**src/rtl/and_gate_arbiter_if.sv**
```systemverilog
// Request/grant/result bundle between NREQ requesters and the shared AND arbiter.
// The master side drives requests and operands; the slave side is the arbiter.
interface and_gate_arbiter_if #(
  parameter int NREQ = 4
);
  logic [NREQ-1:0] req;
  logic [NREQ-1:0] a;
  logic [NREQ-1:0] b;
  logic [NREQ-1:0] gnt;
  logic [NREQ-1:0] done;
  logic            y;
  logic            busy;

  modport master (
    output req, a, b,
    input  gnt, done, y, busy
  );

  modport slave (
    input  req, a, b,
    output gnt, done, y, busy
  );
endinterface

```
**src/rtl/and_gate_arbiter.sv**
```systemverilog
// Round-robin sequencer sharing one 2-input AND unit among NREQ requesters.
// A winner's operands are captured at grant, held HOLD cycles, then returned with done.
module and_gate_arbiter #(
  parameter int NREQ = 4,
  parameter int HOLD = 2
) (
  input  logic              clk,
  input  logic              rst_n,
  and_gate_arbiter_if.slave bus
);

  localparam int IW = (NREQ > 1) ? $clog2(NREQ) : 1;

  typedef enum logic [1:0] {
    S_IDLE,
    S_BUSY,
    S_DONE
  } state_t;

  state_t          r_state;
  logic [IW-1:0]   r_ptr;
  logic [IW-1:0]   r_idx;
  logic [3:0]      r_cnt;
  logic            r_a_lat;
  logic            r_b_lat;
  logic [NREQ-1:0] r_gnt;
  logic [NREQ-1:0] r_done;
  logic            r_y;

  logic            w_found;
  logic [IW-1:0]   w_win;
  logic [IW-1:0]   w_ptr_nxt;
  logic            w_and;

  // Scan from ptr upward with wrap; descending loop lets the nearest hit win.
  function automatic logic [IW:0] find_winner(input logic [NREQ-1:0] req,
                                              input logic [IW-1:0]   ptr);
    logic [IW:0] res;
    int          k;
    res = '0;
    for (int i = NREQ - 1; i >= 0; i--) begin
      k = (int'(ptr) + i) % NREQ;
      if (req[k]) res = {1'b1, IW'(k)};
    end
    return res;
  endfunction

  assign {w_found, w_win} = find_winner(bus.req, r_ptr);
  assign w_ptr_nxt        = (int'(w_win) == NREQ - 1) ? '0 : w_win + 1'b1;

  // The shared evaluation unit: a single AND on the latched operands.
  assign w_and = r_a_lat & r_b_lat;

  always_ff @(posedge clk or negedge rst_n) begin
    if (!rst_n) begin
      r_state <= S_IDLE;
      r_ptr   <= '0;
      r_idx   <= '0;
      r_cnt   <= '0;
      r_a_lat <= 1'b0;
      r_b_lat <= 1'b0;
      r_gnt   <= '0;
      r_done  <= '0;
      r_y     <= 1'b0;
    end else begin
      r_gnt  <= '0;
      r_done <= '0;
      case (r_state)
        S_IDLE: begin
          if (w_found) begin
            r_gnt[w_win] <= 1'b1;
            r_a_lat      <= bus.a[w_win];
            r_b_lat      <= bus.b[w_win];
            r_idx        <= w_win;
            r_ptr        <= w_ptr_nxt;
            r_cnt        <= 4'(HOLD - 1);
            r_state      <= S_BUSY;
          end
        end
        S_BUSY: begin
          if (r_cnt == 4'd0) begin
            r_done[r_idx] <= 1'b1;
            r_y           <= w_and;
            r_state       <= S_DONE;
          end else begin
            r_cnt <= r_cnt - 4'd1;
          end
        end
        S_DONE: begin
          r_state <= S_IDLE;
        end
        default: begin
          r_state <= S_IDLE;
        end
      endcase
    end
  end

  assign bus.gnt  = r_gnt;
  assign bus.done = r_done;
  assign bus.y    = r_y;
  assign bus.busy = (r_state != S_IDLE);

endmodule

```
**src/flat_wrapper.sv**
```systemverilog
// flat-port wrapper written by rule: the top's interface ports become plain ports
module and_gate_arbiter_flat 
#(
  parameter int NREQ = 4,
  parameter int HOLD = 2
)
  (clk, rst_n, bus_req, bus_a, bus_b, bus_gnt, bus_done, bus_y, bus_busy);
  and_gate_arbiter_if #(.NREQ(NREQ)) bus_i ();
  input  logic clk;
  input  logic rst_n;
  input wire logic [$bits(bus_i.req)-1:0] bus_req;
  input wire logic [$bits(bus_i.a)-1:0] bus_a;
  input wire logic [$bits(bus_i.b)-1:0] bus_b;
  output wire logic [$bits(bus_i.gnt)-1:0] bus_gnt;
  output wire logic [$bits(bus_i.done)-1:0] bus_done;
  output wire logic [$bits(bus_i.y)-1:0] bus_y;
  output wire logic [$bits(bus_i.busy)-1:0] bus_busy;
  assign bus_i.req = bus_req;
  assign bus_i.a = bus_a;
  assign bus_i.b = bus_b;
  assign bus_gnt = bus_i.gnt;
  assign bus_done = bus_i.done;
  assign bus_y = bus_i.y;
  assign bus_busy = bus_i.busy;
  and_gate_arbiter #(.NREQ(NREQ), .HOLD(HOLD)) u_core (.clk(clk), .rst_n(rst_n), .bus(bus_i));
endmodule
```
**config.mk**
```make
export PLATFORM = sky130hd
export DESIGN_NAME = and_gate_arbiter_flat
export DESIGN_NICKNAME = d
export VERILOG_FILES = /design/src/rtl/and_gate_arbiter_if.sv /design/src/rtl/and_gate_arbiter.sv /design/src/flat_wrapper.sv
export SDC_FILE = /design/constraint.sdc
export NUM_CORES = 1
export LEC_CHECK = 0
export CAP_MARGIN = 25
export CORE_MARGIN = 5
export CORE_UTILIZATION = 45
export CTS_CLUSTER_DIAMETER = 60
export DETAILED_ROUTE_END_ITERATION = 12
export MAX_ROUTING_LAYER = met4
export PLACE_DENSITY = 0.82
export SLEW_MARGIN = 20
export SYNTH_ARGS = -nofsm -noshare
export SYNTH_HDL_FRONTEND = slang
export SYNTH_SLANG_ARGS = --single-unit
```
**constraint.sdc**
```tcl
create_clock -name clk -period 3.6 [get_ports clk]
set_input_delay 0.72 -clock clk [delete_from_list [all_inputs] [get_ports clk]]
set_output_delay 0.72 -clock clk [all_outputs]
set_load 0.1 [all_outputs]
```
After elaboration in Yosys (flattened, before gate mapping) --
Index checks and enable logic that the tools add are counted.
Cells by class: add/sub/neg operators 5, multipliers 0, divide/modulo/power cells 0, $lt $le $gt $ge 8, equality and inequality tests 5, shift operators 0, muxes and demuxes 34, bitwise logic cells 4, reductions and logical operators 13
Operators by type and width (number):
- two-way mux 4 bit | 6
- binary-select mux 1 bit (select 2 bit) | 6
- < comparator 3 x 4 -> 1 bit (second input constant) | 3
- two-way mux 3 bit | 4
- two-way mux 1 bit | 11
- < comparator 2 x 3 -> 1 bit (second input constant) | 3
- case mux 4 bit (2 select lines) | 1
- two-way mux 2 bit | 3
- AND reduction 2 bit | 3
- OR reduction 2 bit | 3
- adder 2 x 1 -> 2 bit (second input constant) | 2
- adder 2 bit (second input constant) | 2
- demux 1 bit (select 2 bit) | 2
- == test 2 x 1 -> 1 bit (second input constant) | 2
- greater-or-equal comparator 2 x 1 -> 1 bit (second input constant) | 2
- logical NOT 4 bit | 1
- inequality test 2 x 1 -> 1 bit (second input constant) | 2
- case mux 2 bit (2 select lines) | 1
- nonzero test 2 bit | 2
- subtractor 4 x 1 -> 4 bit (second input constant) | 1
- bitwise AND 1 bit (first input constant) | 3
- AND reduction 3 bit | 1
- logical AND 1 bit | 2
- logical NOT 2 bit | 1
- other kinds (2) | 2
Storage, ports and cells: bits in registers 21, latch bits 0, bits in writable memories 0, bits in read-only memories 0, input bits 14, word-level logic and storage cells 78, memories 0

Longest topological paths before layout --
Gate-level depths: netlist (run 1).
depth after elaboration 16, depth in mapped cells 7

Least setup slack after synthesis (run 1) --
No wires, ideal clock.
path kind input -> register, from input bus_req[1], to register u_core.r_ptr[0], setup time 95 ps, arrival 1791 ps, data required time 3505 ps, path slack 1714 ps, cell stages on the path 5, path buffers 0, cell sequence mux2_4 -> o221ai_4 -> inv_1 -> ha_1 -> o31ai_1
On the way: longest elaborated chain between the ends 9, elaborated cells on any way between the ends 19, those cells by class add/sub (1); eq/ne (1); mux (16); reduce/logical (1)
RTL lines:
- start: declaration | line flat_wrapper.sv:11 | input wire logic [$bits(bus_i.req)-1:0] bus_req;
- binary-select mux 1 bit (select 2 bit) | line and_gate_arbiter.sv:43 | if (req[k]) res = {1'b1, IW'(k)};
- two-way mux 1 bit (not written as such) (2 in series) | line and_gate_arbiter.sv:43
- two-way mux 3 bit (3 in series) | line and_gate_arbiter.sv:43
- two-way mux 3 bit * | line and_gate_arbiter.sv:43
- adder 2 x 1 -> 2 bit or == test 2 x 1 -> 1 bit (tied branches) | line and_gate_arbiter.sv:49 | assign w_ptr_nxt = (int'(w_win) == NREQ - 1) ? '0 : w_win + 1'b1;
- two-way mux 2 bit | line and_gate_arbiter.sv:49
- end signal: assignment | line and_gate_arbiter.sv:75 | r_ptr <= w_ptr_nxt;
- end: declaration | line and_gate_arbiter.sv:21 | logic [IW-1:0] r_ptr;
Every way passes the cells marked *; elsewhere a longest branch is shown, timed or not. The select of a mux whose other input is x is not followed. A chain may end at the register's enable or synchronous reset.

Final worst setup path (run 1) --
from register u_core.r_state[0], to output bus_busy
On the way: longest elaborated chain between the ends 1
RTL lines:
- start: declaration | line and_gate_arbiter.sv:20 | state_t r_state;
- start signal: assignment | line and_gate_arbiter.sv:56 | r_state <= S_IDLE;
- start signal: assignment | line and_gate_arbiter.sv:77 | r_state <= S_BUSY;
- start signal: assignment | line and_gate_arbiter.sv:84 | r_state <= S_DONE;
- nonzero test 2 bit | line and_gate_arbiter.sv:102 | assign bus.busy = (r_state != S_IDLE);
- end: declaration | line flat_wrapper.sv:17 | output wire logic [$bits(bus_i.busy)-1:0] bus_busy;
Every way passes these cells.

==> results of run 1 <==
[cell families (layout without fill, tap and decap cells)]
family | after synthesis | in the layout | synth area share [%]
buf+inv | 7 | 34 | 3.670
flops | 21 | 21 | 53.16
mux | 6 | 6 | 6.708
simple gates | 40 | 40 | 19.87
compound gates | 13 | 13 | 11.01
fa+ha+maj | 3 | 3 | 3.798
xor+xnor | 2 | 2 | 1.772
[final timing paths]
kind,startpoint,end,slack [ps],depth (start not counted)
min in group asynchronous,rst_n,u_core.r_ptr[0],750,1
max in group asynchronous,rst_n,u_core.r_state[0],2380,2
max,u_core.r_state[0],bus_busy,880,2
min,u_core.bus.y,u_core.bus.y,480,2
max reg2reg,u_core.r_cnt[0],u_core.r_cnt[0],1790,7
min reg2reg,u_core.bus.y,u_core.bus.y,480,2
[metal layers]
metal,wire length [um],part of all wire (%)
met1,794,40
met2,1059,54
met3,88,4.5
met4,21,1.1
met5,0,0
[power groups by stage]
stage | clock network, W | logic [W] | registers [W]
finish | 0.000111 | 0.000607 | 0.000377
global route | 0.000126 | 0.000656 | 0.000385
CTS | 0.000115 | 0.000607 | 0.000376
detailed placement | 0 | 0.000605 | 0.000380
global placement | 0 | 0.000584 | 0.000374
floorplan | 0 | 0.000337 | 0.000512
[final cells by class]
class                   count  area, um2  area share [%]
clock buffers               3      22.52           1.761
clock inverters             1      5.005          0.3914
flip-flops and latches     21      525.5           41.10
inverters                   6      22.52           1.761
well taps                  28      35.03           2.740
multi-input cells          64      426.7           33.37
repair buffers             24      241.5           18.88
[critical path: cells and delay by family (launching register included)]
family        cells  cell delay [ps]
buf+inv           1              970
flops             1              400
simple gates      1              330
[cell usage in the layout, fill, tap and decap left out]
master and count:
clkdlybuf4s50_1 23, dfrtp_1 21, nand2_1 15, nor2_1 8, inv_1 6, mux2i_1 4
or2_2 3, o21ai_0 3, ha_1 3, clkbuf_4 3, a21oi_1 2, nor4_1 2
and3_1 2, o31a_1 2, nand3_1 2, mux2_4 1, a21boi_0 1, or3b_1 1
o221ai_4 1, a21o_2 1, o22a_2 1, or2b_1 1, or3b_2 1, nor3b_1 1
nor3_1 1, nand2b_1 1, and2_1 1, nor2b_1 1, mux2_2 1, o31ai_1 1
a31oi_1 1, xnor2_1 1, xor2_1 1, clkinv_2 1, buf_6 1
[cell usage after synthesis (all sizes together), types with 2 or more instances]
cell	count	area (um2)
a21oi	2	10.01
and3	2	12.51
dfrtp	21	525.5
ha	3	37.54
inv	6	22.52
mux2	2	26.27
mux2i	4	40.04
nand2	15	56.30
nand3	2	10.01
nor2	8	30.03
nor4	2	12.51
o21ai	3	15.01
o31a	2	17.52
or2	3	18.77
or3b	2	17.52
[stage by stage]
step                total power (W)  instance area, um2
floorplan                 0.0008497               988.4
global placement          0.0009583                1240
detailed placement        0.0009849                1240
CTS                        0.001098                1267
global route               0.001166                1279
finish                     0.001095                1279
[registers in the layout, indices dropped and copies added, names as in the netlist]
signal	count
u_core.r_b_lat	1
u_core.r_state	2
u_core.r_cnt	4
u_core.bus.gnt	4
u_core.bus.done	4
u_core.bus.y	1
u_core.r_a_lat	1
u_core.r_ptr	2
u_core.r_idx	2
==> qor.yml, run 1 <==
ys_async_sr_fraction_pct: 100.0
path_clk_slew_ps: 110
post_drt_wl_per_cell_um: 13.35
synth_area_um2: 988.4
seqPwrFrac_pct: 34.5
synth_area_per_cell_um2: 10.74
antenna_found_initial: 0
post_cts_buffers: 0
ant_nets: 0
synth.distinct_cells: 32
fmax_mhz: 367.1
crit_fanout: 3
start_kind: "register"
grt.busiest_layer: "met2"
cp.required_ps: 2880
clk_path_buf_depth: 2
setup_viol: 0
cts_buffers: 3
clock-sinks: 21
p_per_area_mw_per_mm2: 856.2
p_int_w: 0.0005624
synth_edf_count: 0
holdWs_ps: 481.0
core_area_mm2: 0.002148
rsz0062_at_grt: "false"
cts.htree.levels: 1
grt_pass1_vias: 780
cpPeakStageDelay_ps: 970
postSynthCellCount: 92
p_sw_w: 0.0005324
maxCapViolations: 0
pin_count: 24
grt_pass1_wl_um: 3270
slew_headroom_pct: 35.21
overflow: 0
hold_viol_final: 0
track_usage_pct: 13.21
setup_tns_ps: 0
hold_path.class: "reg -> reg"
tightest_slew_ps: 968.8
rows: 17
final_nets: 137
final_cells: 147
portBuffers: 23
ir_worst_vdd_uv: 473.1
seq_area_frac_synth_pct: 53.16
pre_cts_ws_ps: 1087
synth_fp_nets: 109
p_comb_share_pct: 55.4
worst-setup-path-type: "reg -> out"
crit_chain: "or2_2, clkdlybuf4s50_1"
routabilityCongestion: 0.7904
dp_cells: 142
utilization_pct: 59.52
slew_viol_final: 0
cpMaxStageDelayCell: "clkdlybuf4s50_1"
use_met3_pct: 3.908
grt_max_degree: 22
switching_share_pct: 48.63
drive_gt1_share_pct: 11.76
via_per_inst: 5.150
dieArea_mm2: 0.003234
clockRootBuffer: "clkbuf_4"
finClkSkew_ps: 3.161
synthFlopType: "dfrtp_1"
hpwl_um: 1501
first_pass_iters: 4
setup_ws_ps: 876.1
wirelength_um: 1963
power.leakage_nw: 0.6156
drt-initial-drc-count: 10
initial_core_util_pct: 46.01
synth-warning-count: 0
route.detailed.drc: 0
grt_use_met2_pct: 23.43
crit_arrival_ps: 2000
antenna_cells: 0
fin_crit_sh_pct: 75.66
status: "complete, no violations"
power_frac_clock_pct: 10.1
cts_tree: "yes"
area_growth_pct: 29.37
vias: 757
fillers: 186
cts_resized: 0
die_width_um: 56.87
die_h_um: 56.87
use_met1_pct: 13.85
fin_crit_ps: 2724
cts_hold_buffers: 0
crit_path_end_kind: "primary output"
clkLatencyLatePin_ps: 300
ys_seq_elements: 21
Power figures use the tool's default switching activity.
==> run 2: changes to the inputs <==
==> constraint.sdc (replaced) <==
create_clock -name clk -period 2.7 [get_ports clk]
set_input_delay 0.54 -clock clk [delete_from_list [all_inputs] [get_ports clk]]
set_output_delay 0.54 -clock clk [all_outputs]
set_load 0.1 [all_outputs]
==> qor.yml, run 2 (synthesis gave the netlist of run 1 again) <==
post_drt_wl_per_cell_um: 12.72
final_cell_mix: "21 x dfrtp_1, 15 x nand2_1, 13 x clkdlybuf4s50_1, 11 x buf_4, 8 x nor2_1"
portBuffers: 23
dp_cells: 143
final_nets: 137
dieArea_mm2: 0.003234
wirelength_um: 1870
clockRootBuffer: "clkbuf_4"
clock-sinks: 21
route.detailed.drc: 0
status: "complete, no violations"
maxCapViolations: 0
routabilityCongestion: 0.7705
die_h_um: 56.87
ir_worst_vdd_uv: 576.3
clk_path_buf_depth: 2
cts.htree.levels: 1
crit_top_cell: "nand2_1"
grt_pass1_wl_um: 3236
cts_resized: 0
hold_path.class: "reg -> reg"
path_clk_slew_ps: 110
cp.required_ps: 2910
fin_crit_sh_pct: 74.39
hpwl_um: 1482
core_area_mm2: 0.002148
slew_headroom_pct: 72.79
setup_tns_ps: 0
power.leakage_nw: 0.6295
overflow: 0
final_cells: 147
via_per_inst: 5.163
grt_max_degree: 22
clkLatencyLatePin_ps: 300
track_usage_pct: 13.08
cpPeakStageDelay_ps: 550
holdWs_ps: 488.5
tightest_slew_ps: 406.6
initial_core_util_pct: 46.01
ant_nets: 0
hold_viol_final: 0
vias: 759
mostFrequentLayoutCell: "dfrtp_1"
p_per_area_mw_per_mm2: 1148
fillers: 189
antenna_found_initial: 0
cts_tree: "yes"
grt_pass1_vias: 782
cts_hold_buffers: 0
setup_viol: 0
first_pass_iters: 5
antenna_cells: 0
crit_arrival_ps: 2220
die_width_um: 56.87
worst-setup-path-type: "in -> reg"
cts_buffers: 3
post_cts_buffers: 0
slew_viol_final: 0
rows: 17
drt-initial-drc-count: 13
crit_fanout: 7
crit_chain: "clkdlybuf4s50_1, a21boi_0, o221ai_4, inv_1, ha_1, nand2_1, nand2_1"
crit_path_end_kind: "register"
fin_crit_ps: 2008
pin_count: 24
cpMaxStageDelayCell: "clkdlybuf4s50_1"
start_kind: "primary input"
rsz0062_at_grt: "false"
area_growth_pct: 26.33
utilization_pct: 58.12
fmax_mhz: 497.9
drive_gt1_share_pct: 19.33
finClkSkew_ps: 9.621
-- run 2: changes by cell type in the layout (fill, tap and decap cells not counted) --
cell	change
buf_4	+11
clkdlybuf4s50_1	-10
buf_6	-1
clkbuf_1	+1
clkinv_2	-1
-- run 2: area by class of cell --
| cell class | instances | area (um2) | share of cell area, % |
|---|---|---|---|
| clock buffer | 4 | 26.28 | 2.104 |
| inverter | 6 | 22.52 | 1.804 |
| timing repair buffer | 24 | 212.7 | 17.03 |
| tap | 28 | 35.03 | 2.806 |
| multi-input combinational | 64 | 426.7 | 34.17 |
| sequential | 21 | 525.5 | 42.08 |
-- run 2: path summary, 6_finish.rpt --
check | from | end | slack (ps) | cells past startpoint
max | bus_req[1] | u_core.r_ptr[1] | 690 | 7
min | u_core.bus.y | u_core.bus.y | 490 | 2
max reg2reg | u_core.r_cnt[0] | u_core.bus.done[3] | 870 | 6
min reg2reg | u_core.bus.y | u_core.bus.y | 490 | 2
max in group asynchronous | rst_n | u_core.r_idx[1] | 1910 | 2
min in group asynchronous | rst_n | u_core.r_cnt[3] | 560 | 2
-- run 2: through the flow --
stage	total power [W]	cell area [um2]	setup slack (ps)
floorplan	0.001133	988.4	866.3
global placement	0.001266	1222	435.8
detailed placement	0.001296	1222	364.1
CTS	0.001447	1249	692.9
global route	0.001539	1249	564.7
finish	0.001433	1249	691.5
-- run 2: per-layer routing --
layer	track usage (%)	routed length (um)	part of all wire [%]
met5	-	0	0
met1	15.16	757	40
met2	21.95	992	53
met4	5.960	42	2.2
met3	2.299	78	4.2
-- run 2: report_power, final --
part / total, W / switching (W) / internal, W
Combinational: 0.000788 / 0.000529 / 0.000259
Clock: 0.000148 / 0.0000902 / 0.0000576
Sequential: 0.000498 / 0.0000756 / 0.000422
Total: 0.00143 / 0.000694 / 0.000739
-- run 2: worst max-delay path: cells and delay by family --
family	cells	cell delay (ps)
buffers and inverters	2	720
AO/OA/AOI/OAI	2	610
AND/OR/NAND/NOR	2	110
adder cells (fa/ha/maj)	1	250
==> run 3: changes to the inputs <==
==> constraint.sdc (replaced) <==
create_clock -name clk -period 2.05 [get_ports clk]
set_input_delay 0.41 -clock clk [delete_from_list [all_inputs] [get_ports clk]]
set_output_delay 0.41 -clock clk [all_outputs]
set_load 0.1 [all_outputs]
==> qor.yml, run 3 (synthesis gave the netlist of run 1 again) <==
clockRootBuffer: "clkbuf_4"
switching_share_pct: 47.44
grt_pass1_wl_um: 3339
first_pass_iters: 4
mostFrequentLayoutCell: "dfrtp_1"
maxCapViolations: 0
slew_headroom_pct: 75.30
fmax_mhz: 559.2
worst-setup-path-type: "in -> reg"
crit_start: "bus_req[1]"
cts_resized: 0
ant_nets: 0
p_sw_w: 0.0009356
hold_viol_final: 0
cts_hold_buffers: 0
dieArea_mm2: 0.003234
overflow: 0
p_comb_share_pct: 56.5
post_cts_buffers: 0
routabilityCongestion: 0.7202
die_h_um: 56.87
r2r_start: "u_core.r_cnt[0]"
wl_met1_um: 830
clk_path_buf_depth: 2
portBuffers: 23
final_cell_mix: "21 x dfrtp_1, 16 x buf_4, 15 x nand2_1, 13 x clkdlybuf4s50_1, 8 x nor2_1"
rsz0062_at_grt: "false"
route.detailed.drc: 0
p_int_w: 0.001036
cts.htree.levels: 1
crit_path_end_kind: "register"
slew_viol_final: 0
pin_count: 24
fin_crit_sh_pct: 87.23
setup_viol: 0
cp.required_ps: 2260
antenna_found_initial: 0
clkLatencyLatePin_ps: 310
cts_buffers: 3
power.leakage_nw: 0.6660
finClkSkew_ps: 3.636
via_per_inst: 5.013
hpwl_um: 1434
grt_max_degree: 22
antenna_cells: 0
setup_ws_ps: 261.8
drt-initial-drc-count: 15
initial_core_util_pct: 46.01
core_area_mm2: 0.002148
top_layer_used: "met4"
area_growth_pct: 32.28
crit_arrival_ps: 2000
final_nets: 143
die_width_um: 56.87
wl_met3_um: 82
setup_tns_ps: 0
drive_gt1_share_pct: 24.00
fin_crit_ps: 1788
cts_tree: "yes"
wirelength_um: 1882
path_clk_slew_ps: 120
vias: 767
met2_wirelength_um: 914
grt_pass1_vias: 763
status: "complete, no violations"
clock-sinks: 21
post_drt_wl_per_cell_um: 12.30
ir_worst_vdd_uv: 783.6
track_usage_pct: 13.88
rows: 17
holdWs_ps: 430.5
p_per_area_mw_per_mm2: 1508
seqPwrFrac_pct: 33.3
power_frac_clock_pct: 10.3
hold_path.class: "in -> async"
tightest_slew_ps: 367.2
crit_fanout: 6
start_kind: "primary input"
pre_cts_ws_ps: -70.45
fillers: 178
[run 3: cell count changes in the layout (fill, tap and decap cells not counted)]
cell	change
clkbuf_1	-1
clkinv_2	+1
buf_4	+5
buf_12	+1
[run 3: per-stage QoR]
step           cell area (um2)  utilization, %  power, W  std cells
2_1_floorplan            988.4               -  0.001492         92
3_5_place_dp              1280           59.58  0.001780        149
3_3_place_gp              1280           59.58  0.001759        149
5_1_grt                   1308           60.86  0.002111        153
4_1_cts                   1308           60.86  0.001988        153
6_report                  1308           60.86  0.001972        153
[run 3: cell type report]
type	count	area [um2]	share of cell area, %
well taps	28	35.03	2.679
clock buffers	3	22.52	1.722
flip-flops and latches	21	525.5	40.19
inverters	6	22.52	1.722
repair buffers	30	270.3	20.67
multi-input cells	64	426.7	32.63
clock inverters	1	5.005	0.3828
[run 3: final timing paths]
kind                       cells after the start            endpoint  slack (ps)
hold reg to reg                                2        u_core.bus.y         490
hold / removal                                 2   u_core.r_state[0]         430
min in group clk                               2        u_core.bus.y         490
setup / recovery                               7     u_core.r_ptr[1]         260
setup reg to reg                               6  u_core.bus.done[3]         270
max in group asynchronous                      2   u_core.bus.gnt[1]        1410
[run 3: critical path: stages]
cell and delay, ps:
clkdlybuf4s50_1 540, a21boi_0 360, o221ai_4 230, inv_1 120, ha_1 230, nand2_1 60, nand2_1 50
[run 3: power by group through the flow]
stage                     clock [W]  sequential (W)  combinational, W
after floorplan                   0        0.000900          0.000592
after detailed placement          0        0.000663           0.00112
after global routing       0.000225        0.000676           0.00121
after global placement            0        0.000657           0.00110
final                      0.000202        0.000656           0.00111
after CTS                  0.000211        0.000654           0.00112
[run 3: metal layers]
metal / vias to the layer above / GRT usage [%]
met5: - / -
met3: 5 / 3.448
li1: 382 / -
met4: 0 / 7.947
met2: 15 / 22.77
met1: 365 / 15.23
